File: src/rtl/mem_port_arbiter_if.sv
`default_nettype none
// +----------------------------------------------------------------------------+
// | Module  : mem_port_arbiter_if                                              |
// | Brief   : Fetch, data and memory-side signal bundle for mem_port_arbiter.  |
// | Revision: 1.0                                                              |
// +----------------------------------------------------------------------------+
interface mem_port_arbiter_if;
    logic        i_req;
    logic [15:0] i_address;
    logic        i_abort;
    logic [15:0] i_rdata;
    logic        i_done;
    logic        i_stall;

    logic        d_req;
    logic        d_we;
    logic [15:0] d_address;
    logic [15:0] d_wdata;
    logic [15:0] d_rdata;
    logic        d_done;
    logic        d_stall;

    logic        m_readM;
    logic        m_writeM;
    logic [15:0] m_address;
    logic [15:0] m_wdata;
    logic [15:0] m_rdata;

    // Arbiter side
    modport slave (
        input  i_req, i_address, i_abort,
        output i_rdata, i_done, i_stall,
        input  d_req, d_we, d_address, d_wdata,
        output d_rdata, d_done, d_stall,
        output m_readM, m_writeM, m_address, m_wdata,
        input  m_rdata
    );

    // Requester / memory-model side
    modport master (
        output i_req, i_address, i_abort,
        input  i_rdata, i_done, i_stall,
        output d_req, d_we, d_address, d_wdata,
        input  d_rdata, d_done, d_stall,
        input  m_readM, m_writeM, m_address, m_wdata,
        output m_rdata
    );
endinterface
`default_nettype wire

File: src/rtl/mem_port_arbiter.sv
`default_nettype none
// +----------------------------------------------------------------------------+
// | Module  : mem_port_arbiter                                                 |
// | Brief   : Fetch/data arbiter for a single-ported multi-cycle memory.       |
// | Revision: 1.0                                                              |
// +----------------------------------------------------------------------------+
module mem_port_arbiter #(
    parameter int MEM_LATENCY  = 2,
    parameter int STARVE_LIMIT = 4
) (
    input  wire logic            clk,
    input  wire logic            rst,
    mem_port_arbiter_if.slave    bus
);

    localparam logic [3:0] c_LAT_LOAD     = 4'(MEM_LATENCY - 1);
    localparam logic [3:0] c_STARVE_LIMIT = 4'(STARVE_LIMIT);

    typedef enum logic [1:0] {
        S_IDLE  = 2'd0,
        S_I_ACC = 2'd1,
        S_D_ACC = 2'd2,
        S_RESP  = 2'd3
    } state_t;

    state_t      r_state;
    state_t      w_state_next;
    logic [3:0]  r_lat_cnt;
    logic [3:0]  r_starve_cnt;
    logic        r_abort;
    logic        r_owner_d;
    logic        r_we;
    logic [15:0] r_address;
    logic [15:0] r_wdata;
    logic [15:0] r_i_rdata;
    logic [15:0] r_d_rdata;

    logic        w_force_i;
    logic        w_grant_d;
    logic        w_grant_i;
    logic        w_last;

    always_comb begin
        w_state_next = r_state;
        w_force_i    = bus.i_req & (r_starve_cnt == c_STARVE_LIMIT);
        w_grant_d    = 1'b0;
        w_grant_i    = 1'b0;
        w_last       = (r_lat_cnt == 4'd0);
        case (r_state)
            S_IDLE: begin
                // Data side wins ties unless fetch has waited too long
                if (bus.d_req && !w_force_i) begin
                    w_grant_d    = 1'b1;
                    w_state_next = S_D_ACC;
                end else if (bus.i_req) begin
                    w_grant_i    = 1'b1;
                    w_state_next = S_I_ACC;
                end
            end
            S_I_ACC, S_D_ACC: begin
                if (w_last) begin
                    w_state_next = S_RESP;
                end
            end
            default: w_state_next = S_IDLE;
        endcase
    end

    always_ff @(posedge clk) begin
        if (rst) begin
            r_state      <= S_IDLE;
            r_lat_cnt    <= 4'd0;
            r_starve_cnt <= 4'd0;
            r_abort      <= 1'b0;
            r_owner_d    <= 1'b0;
            r_we         <= 1'b0;
            r_address    <= 16'd0;
            r_wdata      <= 16'd0;
            r_i_rdata    <= 16'd0;
            r_d_rdata    <= 16'd0;
        end else begin
            r_state <= w_state_next;

            if (w_grant_d || w_grant_i) begin
                r_address <= w_grant_d ? bus.d_address : bus.i_address;
                r_wdata   <= w_grant_d ? bus.d_wdata : r_wdata;
                r_we      <= w_grant_d & bus.d_we;
                r_owner_d <= w_grant_d;
                r_lat_cnt <= c_LAT_LOAD;
                r_abort   <= 1'b0;
            end

            if (r_state == S_IDLE) begin
                if (w_grant_i || !bus.i_req) begin
                    r_starve_cnt <= 4'd0;
                end else if (w_grant_d && (r_starve_cnt < c_STARVE_LIMIT)) begin
                    r_starve_cnt <= r_starve_cnt + 4'd1;
                end
            end

            if ((r_state == S_I_ACC) || (r_state == S_D_ACC)) begin
                if (!w_last) begin
                    r_lat_cnt <= r_lat_cnt - 4'd1;
                end
                if ((r_state == S_I_ACC) && bus.i_abort) begin
                    r_abort <= 1'b1;
                end
                // A flush arriving in the final cycle still suppresses the fetch result
                if (w_last) begin
                    if ((r_state == S_I_ACC) && !(r_abort || bus.i_abort)) begin
                        r_i_rdata <= bus.m_rdata;
                    end
                    if ((r_state == S_D_ACC) && !r_we) begin
                        r_d_rdata <= bus.m_rdata;
                    end
                end
            end
        end
    end

    assign bus.m_address = r_address;
    assign bus.m_wdata   = r_wdata;
    assign bus.m_readM   = (r_state == S_I_ACC) | ((r_state == S_D_ACC) & ~r_we);
    assign bus.m_writeM  = (r_state == S_D_ACC) & r_we;
    assign bus.i_done    = (r_state == S_RESP) & ~r_owner_d & ~r_abort;
    assign bus.d_done    = (r_state == S_RESP) & r_owner_d;
    assign bus.i_rdata   = r_i_rdata;
    assign bus.d_rdata   = r_d_rdata;
    assign bus.i_stall   = bus.i_req & ~bus.i_done;
    assign bus.d_stall   = bus.d_req & ~bus.d_done;

endmodule
`default_nettype wire

File: src/flat_wrapper.sv
// flat-port wrapper written by rule: the top's interface ports become plain ports
module mem_port_arbiter_flat 
#(
    parameter int MEM_LATENCY  = 2,
    parameter int STARVE_LIMIT = 4
)
  (clk, rst, bus_i_req, bus_i_address, bus_i_abort, bus_i_rdata, bus_i_done, bus_i_stall, bus_d_req, bus_d_we, bus_d_address, bus_d_wdata, bus_d_rdata, bus_d_done, bus_d_stall, bus_m_readM, bus_m_writeM, bus_m_address, bus_m_wdata, bus_m_rdata);
  mem_port_arbiter_if bus_i ();
  input  wire logic clk;
  input  wire logic rst;
  input wire logic [$bits(bus_i.i_req)-1:0] bus_i_req;
  input wire logic [$bits(bus_i.i_address)-1:0] bus_i_address;
  input wire logic [$bits(bus_i.i_abort)-1:0] bus_i_abort;
  output wire logic [$bits(bus_i.i_rdata)-1:0] bus_i_rdata;
  output wire logic [$bits(bus_i.i_done)-1:0] bus_i_done;
  output wire logic [$bits(bus_i.i_stall)-1:0] bus_i_stall;
  input wire logic [$bits(bus_i.d_req)-1:0] bus_d_req;
  input wire logic [$bits(bus_i.d_we)-1:0] bus_d_we;
  input wire logic [$bits(bus_i.d_address)-1:0] bus_d_address;
  input wire logic [$bits(bus_i.d_wdata)-1:0] bus_d_wdata;
  output wire logic [$bits(bus_i.d_rdata)-1:0] bus_d_rdata;
  output wire logic [$bits(bus_i.d_done)-1:0] bus_d_done;
  output wire logic [$bits(bus_i.d_stall)-1:0] bus_d_stall;
  output wire logic [$bits(bus_i.m_readM)-1:0] bus_m_readM;
  output wire logic [$bits(bus_i.m_writeM)-1:0] bus_m_writeM;
  output wire logic [$bits(bus_i.m_address)-1:0] bus_m_address;
  output wire logic [$bits(bus_i.m_wdata)-1:0] bus_m_wdata;
  input wire logic [$bits(bus_i.m_rdata)-1:0] bus_m_rdata;
  assign bus_i.i_req = bus_i_req;
  assign bus_i.i_address = bus_i_address;
  assign bus_i.i_abort = bus_i_abort;
  assign bus_i_rdata = bus_i.i_rdata;
  assign bus_i_done = bus_i.i_done;
  assign bus_i_stall = bus_i.i_stall;
  assign bus_i.d_req = bus_d_req;
  assign bus_i.d_we = bus_d_we;
  assign bus_i.d_address = bus_d_address;
  assign bus_i.d_wdata = bus_d_wdata;
  assign bus_d_rdata = bus_i.d_rdata;
  assign bus_d_done = bus_i.d_done;
  assign bus_d_stall = bus_i.d_stall;
  assign bus_m_readM = bus_i.m_readM;
  assign bus_m_writeM = bus_i.m_writeM;
  assign bus_m_address = bus_i.m_address;
  assign bus_m_wdata = bus_i.m_wdata;
  assign bus_i.m_rdata = bus_m_rdata;
  mem_port_arbiter #(.MEM_LATENCY(MEM_LATENCY), .STARVE_LIMIT(STARVE_LIMIT)) u_core (.clk(clk), .rst(rst), .bus(bus_i));
endmodule
File: config.mk
export PLATFORM = sky130hd
export DESIGN_NAME = mem_port_arbiter_flat
export DESIGN_NICKNAME = d
export VERILOG_FILES = /design/src/rtl/mem_port_arbiter_if.sv /design/src/rtl/mem_port_arbiter.sv /design/src/flat_wrapper.sv
export SDC_FILE = /design/constraint.sdc
export NUM_CORES = 1
export LEC_CHECK = 0
export CAP_MARGIN = 30
export CORE_ASPECT_RATIO = 0.6
export CORE_MARGIN = 2
export CORE_UTILIZATION = 43
export CTS_CLUSTER_DIAMETER = 30
export DETAILED_ROUTE_END_ITERATION = 16
export PLACE_DENSITY = 0.86
export SKIP_LAST_GASP = 1
export SLEW_MARGIN = 20
export SYNTH_ARGS = -nofsm -noshare
export SYNTH_HDL_FRONTEND = slang
export SYNTH_SLANG_ARGS = --single-unit
File: constraint.sdc
create_clock -name clk -period 2.1 [get_ports clk]
set_input_delay 0.63 -clock clk [delete_from_list [all_inputs] [get_ports clk]]
set_output_delay 0.63 -clock clk [all_outputs]
set_load 0.02 [all_outputs]
==> reports/summary.log <==
INFO  finish         postLayoutCoreUtil=0.688
INFO  min_path       hp-start=u_core.bus.d_rdata[10]$_SDFFE_PP0P_
INFO  timing         worst_slew_margin_rel=0.632
INFO  floorplan      core.rowCount=25
INFO  placed_design  hpwlAfterDp=7.13mm
INFO  finish         nNetsFinal=609
INFO  routing        vias_post_dr=3408
INFO  clocking       cts_root_buffer=sky130_fd_sc_hd__clkbuf_16
INFO  timing         setup_total_negative_slack=0ns
INFO  clocking       worst_skew_pair.late_latency=0.33ns
INFO  yosys          synth_seq_area_share=0.449
INFO  routing        dr_vias_cell=5.29
INFO  outcome        outcome=completed
INFO  floorplan      dieArea=0.00874mm²
INFO  clocking       cts_made_buffers=9
INFO  global_route   grtUsageTotal=0.232
INFO  floorplan      chipHeight=73.2µm
INFO  routing        drcViolationCount=0
INFO  power_and_ir_drop power_density=1090mW/mm²
INFO  placed_design  io_buffer_count=139
INFO  yosys          synth_cell_types=46
INFO  finish         post-route-cell-area=0.00538mm²
INFO  routing        detail-route-antenna-nets=0
INFO  finish         insertedDiodeCount=0
INFO  yosys          synth_enable_flop_cells=0
INFO  clocking       post_cts_setup_repair_buffer_count=0
INFO  timing         crit_share_post_route=0.954
INFO  power_and_ir_drop p_leak=2.15nW
INFO  timing         top_achievable_clock_speed=499MHz
INFO  floorplan      initial_core_util=0.439
INFO  placed_design  placed_cell_area=0.00507mm²
INFO  yosys          top_cells_by_area_in_the_synthesized_netlist=sky130_fd_sc_hd__dfxtp_1 45%, sky130_fd_sc_hd__mux2i_1 9.3%, sky130_fd_sc_hd__nand2_1 5.6%
INFO  worst_setup_path setup.worst_path.class=flip-flop to output port
INFO  global_route   largest_net_degree_at_the_start_of_global_routing=50
INFO  finish         area.growth.synth_to_final=56.5%
INFO  finish         sequential_cell_area=0.00154mm²
INFO  finish         multiInputGateArea=0.00170mm²
INFO  clocking       worst_setup_hold_path_clk_slew=0.06ns
INFO  yosys          synth_top_area_frac=0.449
INFO  min_path       worst_min_path_class=flip-flop to flip-flop
INFO  floorplan      core_footprint=0.00782mm²
INFO  yosys          synth_ff_type=sky130_fd_sc_hd__dfxtp_1
INFO  finish         drive_above_1_share=0.104
INFO  timing         timing.clock.skew=0.00640ns
INFO  floorplan      num_ports=140
INFO  worst_setup_path timing.critical_path.required=1.47ns
INFO  placed_design  rd_place_congestion=0.792
INFO  yosys          synth_top_area_cell=sky130_fd_sc_hd__dfxtp_1
INFO  global_route   grt_pass1_wl=15.9mm
INFO  finish         fillers=605
INFO  yosys          netlist_area=0.00344mm²
INFO  routing        routed_wire_length_per_instance=15.6µm
INFO  worst_setup_path timing.critical_path.to_type=output port
INFO  power_and_ir_drop vdd_drop_max=658µV
INFO  clocking       h_tree_depth=3
INFO  clocking       tritoncts=built
INFO  worst_setup_path cp.arrival=1.37ns
INFO  timing         finalMaxSlewViolations=0
INFO  worst_setup_path critical_path_peak_fanout=3
INFO  global_route   grt_pass1_vias=3265
INFO  worst_setup_path crit_start=u_core.r_state[0]$_SDFFE_PP0P_
INFO  floorplan      die_width=119µm
INFO  timing         layout_min_cycle_time=2.00ns
INFO  worst_setup_path r2r_start=u_core.r_state[1]$_SDFFE_PP0P_
INFO  timing         grt_setup_unrepaired=no
INFO  yosys          synth_nets=467
INFO  clocking       max-clock-path-buffers=2
INFO  placed_design  placedCellCount=628
INFO  timing         setup_viol=0
INFO  yosys          syn-instance-count=389
INFO  yosys          synth-async-reset-ratio=0
INFO  yosys          yosys_warnings=0
INFO  timing         report.final.hold_viol_count=0
INFO  routing        drtPass1Iterations=5
INFO  global_route   grt_antenna_before_repair=0
INFO  worst_setup_path worst_setup_path_start_kind=flip-flop
INFO  yosys          synth_seq_cells=77
INFO  yosys          average_instance_area_after_synthesis=8.83µm²
INFO  global_route   grt_overflow=0
INFO  routing        drc_violation_total_after_the_first_tritonroute_iteration=215
INFO  clocking       cts_sinks=77
INFO  routing        wirelength=10.0mm
INFO  flow_run       drv_cap=0
INFO  finish         layoutNonFillerInstCount=644
INFO  timing         timing_worst_slew_pin_value=0.546ns
## layout make-up
class / instances / share of cell area
Multi-Input combinational cell: 266 / 0.316
Timing Repair Buffer: 166 / 0.303
Sequential cell: 77 / 0.287
Clock buffer: 13 / 0.0484
Tap cell: 108 / 0.0251
Clock inverter: 3 / 0.0126
Inverter: 11 / 0.00768
## worst paths after layout
kind,endpoint,slack (ns),depth (start not counted)
max reg2reg,u_core.bus.i_rdata[3]$_SDFFE_PP0P_,0.16,7
max,bus_d_done,0.1,3
min,u_core.bus.d_rdata[10]$_SDFFE_PP0P_,0.46,2
min reg2reg,u_core.bus.d_rdata[10]$_SDFFE_PP0P_,0.46,2
## sequential cells by signal, indices dropped and copies added, names as in the netlist
signal,cells
u_core.r_starve_cnt,4
u_core.r_state,2
u_core.r_owner_d,1
u_core.r_abort,1
u_core.r_we,1
u_core.r_lat_cnt,4
u_core.bus.m_address,16
u_core.bus.d_rdata,16
u_core.bus.i_rdata,16
u_core.bus.m_wdata,16
## synth_stat cells, types with 3 or more instances
master,count
sky130_fd_sc_hd__dfxtp_1,77
sky130_fd_sc_hd__nand2_1,51
sky130_fd_sc_hd__nand3_1,34
sky130_fd_sc_hd__mux2i_1,32
sky130_fd_sc_hd__nor2_1,21
sky130_fd_sc_hd__a21oi_1,20
sky130_fd_sc_hd__o21ai_0,20
sky130_fd_sc_hd__clkbuf_1,18
sky130_fd_sc_hd__a311oi_1,16
sky130_fd_sc_hd__o31ai_1,16
sky130_fd_sc_hd__buf_2,14
sky130_fd_sc_hd__inv_1,10
sky130_fd_sc_hd__ha_1,8
sky130_fd_sc_hd__nand2b_1,4
sky130_fd_sc_hd__a211oi_1,3
sky130_fd_sc_hd__a31oi_1,3
sky130_fd_sc_hd__and2_1,3
sky130_fd_sc_hd__nor2b_1,3
## kinds of logic (layout without fill, tap and decap cells)
group	after synthesis	in the layout	share of synthesized area
and+or+nand+nor	132	132	0.187
AOI/OAI and AO/OA	94	94	0.184
DFF	77	77	0.449
buffers and inverters	46	193	0.0575
muxes	32	32	0.0932
adders and majority gates	8	8	0.0291
## worst max-delay path, stage by stage, from the launching register on
cell and delay [ns]:
sky130_fd_sc_hd__dfxtp_1 0.36, sky130_fd_sc_hd__ha_1 0.18, sky130_fd_sc_hd__and2_1 0.15, sky130_fd_sc_hd__dlygate4sd2_1 0.35
## cell usage in the layout, fill, tap and decap left out, types with 10 or more instances in the layout
master and count:
sky130_fd_sc_hd__clkdlybuf4s50_1 130, sky130_fd_sc_hd__dfxtp_1 77, sky130_fd_sc_hd__nand2_1 51, sky130_fd_sc_hd__nand3_1 34
sky130_fd_sc_hd__mux2i_1 32, sky130_fd_sc_hd__buf_4 23, sky130_fd_sc_hd__nor2_1 21, sky130_fd_sc_hd__a21oi_1 20
sky130_fd_sc_hd__o21ai_0 20, sky130_fd_sc_hd__o31ai_1 16, sky130_fd_sc_hd__a311oi_1 16, sky130_fd_sc_hd__inv_1 10
## layer usage
| metal | vias to the layer above | global-route usage | wire, µm |
|---|---|---|---|
| met4 | 0 | 0.0810 | 129 |
| li1 | 1681 | - | - |
| met5 | - | 0 | 0 |
| met2 | 114 | 0.379 | 4640 |
| met3 | 10 | 0.0883 | 725 |
| met1 | 1603 | 0.285 | 4530 |
## power by group
group	internal, mW	total, mW	switching, mW	leakage [nW]
Combinational	1.08	2.37	1.29	1.36
Clock	1.11	1.67	0.568	0.156
Sequential	1.70	1.84	0.134	0.628
Total	3.89	5.88	1.99	2.15
## per-stage QoR
step,worst slack [ns],hold WS (ns),power (mW)
floorplan,0.122,0.445,3.23
global placement,-0.490,0.443,4.14
detailed placement,-0.472,0.453,4.23
CTS,-0.144,0.461,5.92
global route,0.000243,0.475,6.21
finish,0.0962,0.458,5.88
## repair_timing
item                       CTS  global route
setup endpoints to repair    6             5
resized for setup           20             5
cloned                       0             0
hold buffers                 0             0
Note: power is estimated with default switching activity, not from simulation.
